File: src/rtl/param_queue_pkg.sv
// Shared definitions for the parametrised queue: pointer-width derivation,
// depth legality check and the per-cycle operation encoding.
package param_queue_pkg;

  typedef enum logic [1:0] {
    OP_IDLE = 2'b00,
    OP_POP  = 2'b01,
    OP_PUSH = 2'b10,
    OP_BOTH = 2'b11
  } q_op_e;

  function automatic int q_log2(input int value);
    int r;
    r = 32'sd0;
    while ((32'sd1 << r) < value) begin
      r = r + 32'sd1;
    end
    return r;
  endfunction

  function automatic bit q_is_pow2(input int value);
    return (value >= 32'sd2) && ((value & (value - 32'sd1)) == 32'sd0);
  endfunction

endpackage

File: src/rtl/queue_ptr.sv
// Wrapping queue pointer: PW index bits plus one wrap bit, rolling over
// naturally modulo 2^(PW+1).
module queue_ptr #(
  parameter int PW = 3
) (
  input  logic        clk,
  input  logic        reset,
  input  logic        clear,
  input  logic        inc,
  output logic [PW:0] o_ptr
);

  logic [PW:0] r_ptr;

  // Pointer register: reset beats clear beats increment.
  always_ff @(posedge clk) begin
    if (reset) begin
      r_ptr <= '0;
    end else if (clear) begin
      r_ptr <= '0;
    end else if (inc) begin
      r_ptr <= r_ptr + (PW+1)'(1);
    end else begin
      r_ptr <= r_ptr;
    end
  end

  assign o_ptr = r_ptr;

endmodule

File: src/rtl/param_queue.sv
// Synchronous first-word-fall-through circular queue with occupancy count,
// almost-full/almost-empty thresholds, flush and sticky error flags.
module param_queue
  import param_queue_pkg::*;
#(
  parameter int WIDTH    = 8,
  parameter int DEPTH    = 8,
  parameter int AF_LEVEL = DEPTH - 1,
  parameter int AE_LEVEL = 1
) (
  input  logic                   clk,
  input  logic                   reset,
  input  logic                   clear,
  input  logic                   push,
  input  logic [WIDTH-1:0]       din,
  input  logic                   pop,
  output logic [WIDTH-1:0]       dout,
  output logic                   full,
  output logic                   empty,
  output logic [q_log2(DEPTH):0] count,
  output logic                   almost_full,
  output logic                   almost_empty,
  output logic                   overflow,
  output logic                   underflow
);

  localparam int PW = q_log2(DEPTH);
  localparam logic [PW:0] AF_THR = (PW+1)'(AF_LEVEL);
  localparam logic [PW:0] AE_THR = (PW+1)'(AE_LEVEL);

  generate
    if (!q_is_pow2(DEPTH)) begin : g_depth_check
      $error("param_queue: DEPTH must be a power of two and at least 2");
    end
  endgenerate

  logic [PW:0]      w_wp;
  logic [PW:0]      w_rp;
  logic             w_full;
  logic             w_empty;
  logic             w_push_ok;
  logic             w_pop_ok;
  q_op_e            w_op;

  logic [WIDTH-1:0] r_mem [DEPTH];
  logic [PW:0]      r_count;
  logic             r_overflow;
  logic             r_underflow;

  assign w_empty   = (w_wp == w_rp);
  assign w_full    = (w_wp[PW-1:0] == w_rp[PW-1:0]) && (w_wp[PW] != w_rp[PW]);
  // A full queue still takes a push when the head leaves in the same cycle.
  assign w_push_ok = push && (!w_full || pop);
  assign w_pop_ok  = pop && !w_empty;
  assign w_op      = q_op_e'({w_push_ok, w_pop_ok});

  queue_ptr #(.PW(PW)) u_wr_ptr (
    .clk   (clk),
    .reset (reset),
    .clear (clear),
    .inc   (w_push_ok),
    .o_ptr (w_wp)
  );

  queue_ptr #(.PW(PW)) u_rd_ptr (
    .clk   (clk),
    .reset (reset),
    .clear (clear),
    .inc   (w_pop_ok),
    .o_ptr (w_rp)
  );

  // Storage write; contents are deliberately left unreset.
  always_ff @(posedge clk) begin
    if (w_push_ok && !reset && !clear) begin
      r_mem[w_wp[PW-1:0]] <= din;
    end
  end

  // Occupancy counter and sticky error flags.
  always_ff @(posedge clk) begin
    if (reset || clear) begin
      r_count     <= '0;
      r_overflow  <= 1'b0;
      r_underflow <= 1'b0;
    end else begin
      case (w_op)
        OP_PUSH: r_count <= r_count + (PW+1)'(1);
        OP_POP:  r_count <= r_count - (PW+1)'(1);
        default: r_count <= r_count;
      endcase
      r_overflow  <= r_overflow  || (push && !w_push_ok);
      r_underflow <= r_underflow || (pop && !w_pop_ok);
    end
  end

  assign dout         = w_empty ? '0 : r_mem[w_rp[PW-1:0]];
  assign full         = w_full;
  assign empty        = w_empty;
  assign count        = r_count;
  assign almost_full  = (r_count >= AF_THR);
  assign almost_empty = (r_count <= AE_THR);
  assign overflow     = r_overflow;
  assign underflow    = r_underflow;

endmodule

File: config.mk
export PLATFORM = sky130hd
export DESIGN_NAME = param_queue
export DESIGN_NICKNAME = d
export VERILOG_FILES = /design/src/rtl/param_queue_pkg.sv /design/src/rtl/queue_ptr.sv /design/src/rtl/param_queue.sv
export SDC_FILE = /design/constraint.sdc
export NUM_CORES = 1
export LEC_CHECK = 0
export ABC_CLOCK_PERIOD_IN_PS = 2700
export BUFFER_PORTS_ARGS = -buffer_cell sky130_fd_sc_hd__buf_2
export CORE_MARGIN = 2
export CORE_UTILIZATION = 55
export CTS_CLUSTER_SIZE = 25
export DETAILED_ROUTE_END_ITERATION = 10
export GPL_TIMING_DRIVEN = 0
export MAX_ROUTING_LAYER = met4
export PLACE_DENSITY = 0.82
export SETUP_SLACK_MARGIN = 0.15
export SYNTH_ARGS = -nofsm -noshare
export SYNTH_HDL_FRONTEND = slang
export SYNTH_HIERARCHICAL = 1
export SYNTH_SLANG_ARGS = --single-unit
export TNS_END_PERCENT = 5
File: constraint.sdc
create_clock -name clk -period 2.7 [get_ports clk]
set_clock_uncertainty 0.1 [all_clocks]
set_input_delay 0.54 -clock clk [delete_from_list [all_inputs] [get_ports clk]]
set_output_delay 0.54 -clock clk [all_outputs]
set_load 0.005 [all_outputs]
# == Word level (Yosys, flattened, before mapping) ==
# Memories as Yosys holds them, arrays and structs flattened. A register that Yosys moved wholly into a read port is not among the register bits.
# Index checks and enable logic that the tools add are counted.
# word_totals
word_cells,42
ff_bits,14
n_memories,1
in_bits,13
ram_bits,64
# op_classes
n_lt_le_gt_ge,2
n_mux,6
eq_ne,5
n_reduce_logical,19
n_addsub,4
# memory_table
name,words,word_bits,read_ports,rd_clocked_by_memory_dff,write_ports,line_no,rtl
r_mem,8,8,1,1,1,param_queue.sv:45,logic [WIDTH-1:0] r_mem [DEPTH];
# ops
cell,count
4-bit by 1-bit adder with 4-bit output (second input constant),3
8-bit 2-to-1 mux,1
4-bit one-hot mux with 2 select lines,1
1-bit logical AND,7
1-bit logical NOT,6
3-bit 2-to-1 mux,2
4-bit == test,1
4-bit by 3-bit >= comparator with 1-bit output (second input constant),1
4-bit by 1-bit <= comparator with 1-bit output (second input constant),1
1-bit logical OR,4
4-bit by 1-bit subtractor with 4-bit output (second input constant),1
3-bit == test,1
2-bit by 1-bit == test with 1-bit output (second input constant),1
2-bit == test (second input constant),1
1-bit 2-to-1 mux,2
2-bit nonzero test,1
2-bit OR reduction,1
1-bit inequality test,1

# == Logic depth before layout (Yosys ltp) ==
# depth
ltp_word,9
ltp_mapped,9
ltp_nobuf,7

# == Hierarchy ==
# Netlist, hierarchy kept.
# by_module_without_submodules
mod,area_each_um2,cells_each,instances
param_queue,3037.9,203,1
queue_ptr,177.7,17,2

# == Least setup slack after synthesis ==
# No wires, ideal clock.
# synth_path
path_type,register -> register
from,"reg u_rd_ptr.r_ptr[0], in the netlist u_rd_ptr/o_ptr[0]"
to,"reg r_count[3], in the netlist count[3]"
setup_slack_ns,0.285
arrival_ns,2.244
path_stages_with_launch,10
synth_period_minus_slack_ns,2.415
setup_ns,0.072
path_cell_list,dfxtp_1 > buf_2 > xnor2_1 > nand4b_1 > clkbuf_1 > and2_1 > ha_1 > or4b_1 > a21oi_1 > mux2i_1
# synth_between
word_cells_on_any_way,12
classes_between,4 x eq/ne; 1 x mux; 7 x reduce/logical
# synth_rtl
item,line_no,rtl
"start, declared",queue_ptr.sv:13,logic [PW:0] r_ptr;
"start signal, assigned",queue_ptr.sv:22,r_ptr <= r_ptr + (PW+1)'(1);
"start signal, assigned",queue_ptr.sv:24,r_ptr <= r_ptr;
4-bit == test (*),param_queue.sv:50,assign w_empty = (w_wp == w_rp);
1-bit logical NOT (*),param_queue.sv:54,assign w_pop_ok = pop && !w_empty;
1-bit logical AND (*),param_queue.sv:54,
net w_pop_ok,param_queue.sv:42,logic w_pop_ok;
2-bit by 1-bit == test with 1-bit output or 2-bit == test (tied branches),param_queue.sv:87,case (w_op)
4-bit one-hot mux with 2 select lines or 2-bit nonzero test (tied branches),n/a,
"end signal, assigned",param_queue.sv:88,OP_PUSH: r_count <= r_count + (PW+1)'(1);
"end signal, assigned",param_queue.sv:89,OP_POP: r_count <= r_count - (PW+1)'(1);
"end signal, assigned",param_queue.sv:90,default: r_count <= r_count;
"end, declared",param_queue.sv:46,logic [PW:0] r_count;
# Mark *: on every way through the listed nets, which the timed path passes. The rest lies on a longest branch.
# A chain may end at the register's enable or synchronous reset.

# == Worst setup path in the final report ==
# layout_path
from,"reg u_rd_ptr.r_ptr[0], in the netlist u_rd_ptr/o_ptr[0]"
to,out dout[2]
# layout_between
elab_chain_cells,2
# layout_rtl
item,line_no,rtl
4-bit == test,param_queue.sv:50,
8-bit 2-to-1 mux,param_queue.sv:97,assign dout = w_empty ? '0 : r_mem[w_rp[PW-1:0]];
"end, declared",param_queue.sv:17,"output logic [WIDTH-1:0] dout,"
# No other way between the ends.

==> metrics.txt <==
Routed Wire Length=between 6 and 7 mm; top cell type by total area after synthesis=edfxtp_1; RSZ-0062 raised after global routing=yes; most frequent cells in the layout=64 x edfxtp_1, 35 x mux2i_1, 30 x buf_2; Reg area=~2200 um2; Tot Pwr=2.349 mW; VDD IR max=about 370 uV; vias in the first global route=1965; Yosys cell types=40; hold slack=0.3632 ns; drc violations=0; critical path's slowest cell=dfxtp_1; Root Driver=clkbuf_8; Area growth syn-to-layout=15.08%; diode count=0; grt ovf=0; Placement Cell Area=3637 um2; setup ws final=roughly 0.25 ns; Top cell by count, worst path=buf_6; drt first pass iters=4; CP peak stage delay=0.43 ns; final worst path period need=around 2.5 ns; register bit total from synthesis=approximately 80; power density cells=approximately 600 nW/um2; # setup viols final=0; Place WS=-0.2753 ns; DP Wirelength=~4.1 mm; Initial DRC Count=around 140; leakage power=1.355 nW; chip width=82.55 um; Post-Synthesis Cells=between 200 and 250; synthesized cell area=roughly 3400 um2; first-pass GRT wire length=between 10 and 15 mm; Die Area=between 6000 and 7000 um2; Vias=between 2000 and 2500; syn_area_per_cell=14.32 um2; cts bufs inserted=9; post-synthesis sequential area ratio=around 65%; share of layout cells above drive strength 1=about 24%; largest cells by area after synthesis=edfxtp_1 57%, mux2i_1 11%, dfxtp_1 8.3%; crit-path cells=buf_6, buf_6, mux2i_2, a22oi_1, and3_1, buf_2; Hold Fails Final Rpt=0; most common cell after layout, fill and taps aside=edfxtp_1; part of the cycle the worst path needs=90.84%; Die Span Y=roughly 83 um; WP buf/inv=3; synth warn=6; Via-to-Cell Ratio=5.771; layout net count=297; post-CTS setup buffer count=0; endpoint type of the worst setup path=primary output; Max H-tree Level=3; core area=between 5000 and 6000 um2; starting density of the core=between 50% and 60%; clock slew at reported path FFs=roughly 0.080 ns; Slew HR=about 30%; Max FO, Critical Path=10; Slew Limit Fails=0; area of the multi-input gates=around 1100 um2; measured slew at the worst slew-check pin=1.051 ns; total track usage=between 20% and 30%; clock sink count=78; share of the synthesized area in the top cell type=~57%; status=completed; critical path class=flip-flop to primary output; Min-Delay Path Class=primary input to flip-flop; syn nets=about 260; CTS tree=done; CTS Buffer Depth=2; design area=between 3000 and 4000 um2; largest net degree at the start of global routing=14; top achievable clock speed=407.7 MHz; Req. time, crit path=2.06 ns; row count=28; Filler cells=about 440; initial antenna violation count=0; kind of cell adding the most delay to the critical path=buffers and inverters; hold buffers post-CTS=0; Detail Route Antenna Nets=0; RePlAce Congestion=0.7693; Max-Cap Viols=0; clk_lat worst skew=0.34 ns; Arr. time, crit path=between 1.5 and 2 ns; Wirelength per Cell=around 18 um; port bufs=30; crit start category=flip-flop; IO Count=31
## metrics by stage
stage | util [%] | std cells | TNS (ns)
after CTS | 64.85 | 358 | 0
final | 65.57 | 358 | 0
after global placement | 61.07 | 342 | -0.2067
after floorplan | - | 237 | 0
after detailed placement | 61.07 | 342 | -0.2952
after global routing | 65.57 | 358 | 0
## cell usage after synthesis
library cell  instances
a21o_1                1
nand4_1               2
or2_2                 2
o21ai_0               4
nand4b_1              2
nand3b_1              4
mux2_1                2
clkbuf_1              2
dfxtp_1              14
a2111oi_4             1
nor3b_1               2
nor3_1                4
nor2_1                9
and3_1                8
edfxtp_1             64
nand2_1               8
a21boi_0              1
mux2i_1              36
nand4_2               1
buf_2                 1
nor4b_1               1
or3_1                 2
buf_4                 3
and4bb_2              1
ha_1                  6
buf_1                 2
and2_1                2
xnor2_1               5
inv_4                 1
or4b_1                1
a22oi_1              16
nand3_1               3
a21bo_2               2
a2111oi_0             1
xor2_1                3
inv_1                 4
clkbuf_2              1
clkinv_1              1
a21oi_1              11
nor2b_1               3
## logic make-up after synthesis
group	after synthesis	synth area share (%)
buf+inv	15	2.138
fa+ha+maj	6	2.212
flops	78	64.90
mux	38	11.28
xor+xnor	8	2.065
compound gates	37	7.854
simple gates	55	9.550
## worst reg2reg max path: stages (launching register included)
cell and delay [ns]:
dfxtp_1 0.43, buf_6 0.18, xnor2_2 0.09, nand4b_1 0.15
buf_6 0.17, and2_4 0.20, ha_2 0.23, or4b_1 0.44
a21oi_1 0.18, mux2i_1 0.20
## where the power goes
| group | leakage [nW] | switching [mW] | internal (mW) |
|---|---|---|---|
| clock network | 0.104 | 0.397 | 0.514 |
| registers | 0.690 | 0.00824 | 1.31 |
| logic | 0.561 | 0.0694 | 0.0531 |
| total | 1.36 | 0.474 | 1.87 |
## per-layer routing
metal | GRT usage, % | routed length, um
met3 | 5.217 | 397
met2 | 35.00 | 3257
met1 | 27.43 | 2723
met5 | - | 0
met4 | 7.377 | 54
## path summary, 6_finish.rpt
check	endpoint	startpoint	slack [ns]	cells after the start
setup / recovery	dout[2]	u_rd_ptr/o_ptr[0]$_SDFFE_PP0P_	0.25	6
hold reg to reg	overflow$_SDFF_PP0_	overflow$_SDFF_PP0_	0.37	2
hold / removal	r_mem[3][5]$_DFFE_PP_	din[5]	0.36	1
setup reg to reg	count[3]$_SDFFE_PP0P_	u_rd_ptr/o_ptr[0]$_SDFFE_PP0P_	0.26	9
## layout make-up
class / instances / area share [%]
clock inverter: 7 / 2.275
timing repair buffer: 30 / 3.845
sequential: 78 / 56.42
clock buffer: 9 / 3.172
inverter: 6 / 0.6408
tap: 75 / 2.403
multi-input combinational: 144 / 29.32
buffer: 9 / 1.922
## state kept, by name, summed over array words and instances, names as in the netlist
name and cells:
count 4, overflow 1, r_mem 64, u_rd_ptr/o_ptr 4, u_wr_ptr/o_ptr 4, underflow 1
## timing repair
item / 4_1_cts / 5_1_grt
endpoints found under the hold margin: 0 / 0
endpoints found under the setup margin: 11 / 11
gates resized for setup: 7 / 15
Power figures use the tool's default switching activity.
